$ cat config.mk
export PLATFORM = sky130hd
export DESIGN_NAME = cam_frame_ctrl
export DESIGN_NICKNAME = d
export VERILOG_FILES = /design/src/rtl/cam_frame_ctrl.sv
export SDC_FILE = /design/constraint.sdc
export NUM_CORES = 1
export LEC_CHECK = 0
export CAP_MARGIN = 20
export CORE_AREA = 2 2 80 82
export CTS_CLUSTER_SIZE = 14
export DETAILED_ROUTE_END_ITERATION = 16
export DIE_AREA = 0 0 82 84
export MAX_ROUTING_LAYER = met4
export PLACE_DENSITY = 0.86
export RECOVER_POWER = 100
export SLEW_MARGIN = 20
export SYNTH_ARGS = -nofsm -noshare
export SYNTH_HDL_FRONTEND = slang
export SYNTH_SLANG_ARGS = --single-unit
$ cat constraint.sdc
create_clock -name CAM_pclk -period 4.45 [get_ports CAM_pclk]
set_input_delay 1.1125 -clock CAM_pclk [delete_from_list [all_inputs] [get_ports CAM_pclk]]
set_output_delay 1.1125 -clock CAM_pclk [all_outputs]
set_load 0.02 [all_outputs]
$ cat src/rtl/cam_frame_ctrl.sv
// Capture sequencer between cam_read and the frame-buffer write port.
// Arms on request, aligns to vsync, gates one frame (or every frame) of pixel writes.
module cam_frame_ctrl #(
    parameter int AW      = 15,
    parameter int NPIX    = 19200,
    parameter int TW      = 21,
    parameter int TIMEOUT = 1600000
) (
    input  logic          CAM_pclk,
    input  logic          rst,
    input  logic          CAM_vsync,
    input  logic          cap_req,
    input  logic          cap_cont,
    input  logic          cap_abort,
    input  logic          wr_en_in,
    input  logic [AW-1:0] wr_addr_in,
    output logic          wr_en_out,
    output logic [AW-1:0] wr_addr_out,
    output logic          busy,
    output logic          done,
    output logic          frame_ok,
    output logic          overflow,
    output logic          err_timeout,
    output logic [AW-1:0] pix_cnt,
    output logic [7:0]    frame_cnt
);

    typedef enum logic [1:0] {IDLE, ARM, CAPTURE, DONE} state_t;

    localparam logic [AW-1:0] NPIX_C     = AW'(NPIX);
    localparam logic [TW-1:0] TMO_LAST_C = TW'(TIMEOUT - 1);

    state_t        state, state_next;
    logic          vs_q, vs_fall, vs_rise;
    logic          cont;
    logic [TW-1:0] tmo_cnt;
    logic          tmo_hit;
    logic          accept, tmo_fire;
    logic          pass, block;
    logic [AW-1:0] pix_next;
    logic          ovf_next;
    logic          ok_next;

    always_comb begin
        vs_fall     = ~CAM_vsync & vs_q;
        vs_rise     = CAM_vsync & ~vs_q;
        pass        = (state == CAPTURE) && wr_en_in && (pix_cnt < NPIX_C);
        block       = (state == CAPTURE) && wr_en_in && (pix_cnt >= NPIX_C);
        pix_next    = pass ? pix_cnt + AW'(1) : pix_cnt;
        ovf_next    = overflow | block;
        ok_next     = (pix_next == NPIX_C) && !ovf_next;
        tmo_hit     = ((state == ARM) || (state == CAPTURE)) && (tmo_cnt == TMO_LAST_C);
        wr_en_out   = pass;
        wr_addr_out = wr_addr_in;
        busy        = (state != IDLE);
        done        = (state == DONE);
    end

    always_comb begin
        state_next = state;
        accept     = 1'b0;
        tmo_fire   = 1'b0;
        case (state)
            IDLE: begin
                if (cap_req && !cap_abort) begin
                    accept     = 1'b1;
                    state_next = ARM;
                end
            end
            ARM: begin
                if (cap_abort)    state_next = IDLE;
                else if (vs_fall) state_next = CAPTURE;
                else if (tmo_hit) begin
                    state_next = IDLE;
                    tmo_fire   = 1'b1;
                end
            end
            CAPTURE: begin
                if (cap_abort)    state_next = IDLE;
                else if (vs_rise) state_next = DONE;
                else if (tmo_hit) begin
                    state_next = IDLE;
                    tmo_fire   = 1'b1;
                end
            end
            DONE: begin
                if (cap_abort) state_next = IDLE;
                else           state_next = cont ? ARM : IDLE;
            end
            default: state_next = IDLE;
        endcase
    end

    always_ff @(posedge CAM_pclk) begin
        if (rst) begin
            state       <= IDLE;
            vs_q        <= 1'b1;
            cont        <= 1'b0;
            tmo_cnt     <= '0;
            pix_cnt     <= '0;
            overflow    <= 1'b0;
            frame_ok    <= 1'b0;
            frame_cnt   <= '0;
            err_timeout <= 1'b0;
        end else begin
            state <= state_next;
            vs_q  <= CAM_vsync;

            if (accept) begin
                cont        <= cap_cont;
                err_timeout <= 1'b0;
            end
            if (tmo_fire)
                err_timeout <= 1'b1;

            if ((state_next != state) || !((state_next == ARM) || (state_next == CAPTURE)))
                tmo_cnt <= '0;
            else
                tmo_cnt <= tmo_cnt + TW'(1);

            if ((state == ARM) && (state_next == CAPTURE)) begin
                pix_cnt  <= '0;
                overflow <= 1'b0;
            end else if (state == CAPTURE) begin
                pix_cnt  <= pix_next;
                overflow <= ovf_next;
            end

            // Frame result is latched on the vs_rise edge (including that cycle's write)
            // so it is already visible while done is high.
            if ((state == CAPTURE) && (state_next == DONE)) begin
                frame_ok <= ok_next;
                if (ok_next)
                    frame_cnt <= frame_cnt + 8'd1;
            end
        end
    end

endmodule

==> flow_metrics.py <==
metrics = {
    "floorplanning": {
        "ioPinCount": 66,
        "core-area_um2": 6100,
        "dieWidth_um": 82,
        "start_util_pct": 48.6,
        "die_h_um": 84,
        "die-area_um2": 6890,
        "rows": 29,
    },
    "sta": {
        "timing.final.crit_share_pct": 93.7,
        "setup_viol": 0,
        "maxSlewHeadroom_pct": 43.0,
        "slew_violations": 0,
        "fin_crit_ns": 4.17,
        "max_freq_mhz": 240,
        "skew_ns": 0.0135,
        "rsz0062_at_grt": "no",
        "tightest_slew_ns": 0.855,
        "holdWs_ns": 0.492,
        "finalHoldViolations": 0,
    },
    "route": {
        "totalWireLength_um": 6690,
        "drtIter0Drc": 219,
        "wl_met3_um": 379,
        "drtAntennaViolNets": 0,
        "vias": 2682,
        "wl_met1_um": 2850,
        "routed.top_layer": "met4",
        "firstDrtPassIters": 4,
        "drt-vias-per-instance": 5.76,
        "wl_met2_um": 3330,
        "drc": 0,
        "wire_per_inst_um": 14.4,
    },
    "global_routing": {
        "grt_max_degree": 22,
        "grt_pass1_wl_um": 11100,
        "grt_pass1_vias": 2544,
        "track_usage_pct": 20.4,
        "antenna_found_initial": 0,
        "overflow": 0,
    },
    "layout": {
        "final_cell_mix": "59 x nor2_1, 51 x dfxtp_1, 30 x dlygate4sd3_1",
        "diodes": 0,
        "drive_gt1_share_pct": 5.91,
        "multi_input_area_um2": 1690,
        "fill_cells": 565,
        "final_nets": 420,
        "syn_to_final_growth_pct": 14.4,
        "fin_cells": 466,
        "regArea_um2": 1020,
        "final_common_cell": "nor2_1",
    },
    "yosys": {
        "ys_types": 54,
        "ys_ff_latch": 51,
        "ys_seq_area_share_pct": 34.4,
        "avgSynthCellArea_um2": 8.17,
        "synth-async-reset-ratio_pct": 0,
        "synth_edf_count": 0,
        "syn_area_um2": 2960,
        "syn-num-nets": 395,
        "ys_warn_count": 0,
        "synthCells": 363,
        "synth_ff_type": "dfxtp_1",
    },
    "placement": {
        "placed_cells": 458,
        "gp_congestion": 0.960,
        "hpwl_um": 4910,
        "portBuffers": 35,
    },
    "pwr": {
        "leakagePower_nw": 1.22,
        "power.density_nw_per_um2": 249,
        "max-vdd-ir-drop_uv": 129,
    },
    "setup_path": {
        "crit_fanout": 3,
        "critPathKind": "input pin to flop",
        "worstSetupEndpointType": "flop",
        "worstSetupStartpointType": "input pin",
        "critPathArrivalTime_ns": 4.37,
        "worstPathRequired_ns": 4.65,
        "ff2ff_setup_slack_ns": 0.66,
    },
    "clock_network": {
        "cts_buffers": 5,
        "cts-root-buf": "clkbuf_8",
        "hold_buffers": 0,
        "path_clk_slew_ns": 0.09,
        "h-tree-depth": 2,
        "clkSinkCount": 51,
        "cts_tree": "yes",
        "insertion_delay_ns": 0.30,
        "cts_buffer_depth": 2,
    },
    "outcome": {
        "outcome": "finished clean",
    },
    "worst_hold_path": {
        "min_path_type": "flop to flop",
    },
    "run": {
        "max_cap_viol_count": 0,
    },
}
[path summary, 6_finish.rpt]
check,start,endpoint,cells after the start
setup / recovery,CAM_vsync,frame_cnt[7]$_SDFFE_PP0P_,13
hold / removal,err_timeout$_SDFFE_PP0P_,err_timeout$_SDFFE_PP0P_,2
setup reg to reg,state[1]$_SDFF_PP0_,frame_cnt[7]$_SDFFE_PP0P_,14
hold reg to reg,err_timeout$_SDFFE_PP0P_,err_timeout$_SDFFE_PP0P_,2
[per-stage QoR]
stage	utilization [%]	total power, mW	setup WS [ns]	area [um2]	TNS (ns)
3_3_place_gp	54.2	0.561	0.0420	3300	0
4_1_cts	55.8	0.855	0.226	3400	0
3_5_place_dp	54.2	0.565	-0.0789	3300	-0.0789
6_report	55.6	0.843	0.279	3390	0
5_1_grt	55.6	0.877	0.0348	3390	0
2_1_floorplan	-	0.549	0.572	2960	0
[what timing repair did]
item / 4_1_cts / 5_1_grt
setup endpoints to repair: 0 / 1
buffers inserted: 0 / 0
gates resized for setup: 0 / 1
[layer usage]
layer / global-route usage [%] / vias up
li1: - / 1308
met1: 24.6 / 1269
met2: 34.0 / 92
met3: 4.00 / 13
met4: 6.06 / 0
met5: - / -
[flip-flops by register name (all words and copies together), names as in the netlist]
name,flops
vs_q,1
tmo_cnt,21
frame_cnt,8
pix_cnt,15
cont,1
overflow,1
err_timeout,1
frame_ok,1
state,2
[worst max-delay path, cell delays in order]
cell	delay (ns)
clkdlybuf4s50_1	0.46
nor2b_1	0.22
o21ai_0	0.11
a32oi_1	0.24
nor2b_1	0.09
o32ai_2	0.24
ha_1	0.19
nand2_1	0.08
a311oi_1	0.32
o2111ai_1	0.15
or4_1	0.47
nor4_1	0.33
mux2_1	0.34
[cells by family after synthesis]
kind of cell	Yosys count	synth area share (%)
and+or+nand+nor	163	28.0
AOI/OAI and AO/OA	57	13.3
DFF	51	34.4
buffers and inverters	44	8.48
xor gates and xnor gates	33	9.75
adders and majority gates	10	4.22
muxes	5	1.77
[layout make-up]
cell class | count | share of cell area, %
inverter | 16 | 1.77
sequential | 51 | 30.1
multi-input combinational | 268 | 50.0
timing repair buffer | 46 | 12.3
tap | 77 | 2.84
clock buffer | 8 | 2.95
[power by group]
| group | switching, mW | internal [mW] |
|---|---|---|
| Combinational | 0.0515 | 0.0313 |
| Clock | 0.150 | 0.142 |
| Sequential | 0.00710 | 0.461 |
| Total | 0.209 | 0.635 |
[cell usage after synthesis, drive strengths merged (4+ instances only)]
master | number | area share [%]
or3 | 6 | 1.3
nor2b | 6 | 1.3
nand4 | 9 | 1.9
inv | 16 | 2.0
xnor2 | 18 | 5.3
ha | 10 | 4.2
and2 | 5 | 1.1
or4 | 9 | 2.5
o31ai | 5 | 1.3
xor2 | 15 | 4.4
nor2 | 59 | 7.5
nand2 | 23 | 2.9
buf | 19 | 5.3
o21ai | 10 | 1.7
a21oi | 13 | 2.2
clkbuf | 9 | 1.1
a2111oi | 4 | 1.2
nor3 | 7 | 1.2
a31oi | 4 | 0.84
and4 | 4 | 1.2
nor4 | 4 | 0.84
dfxtp | 51 | 34
nand3 | 17 | 2.9
(Power assumes the default switching activity.)
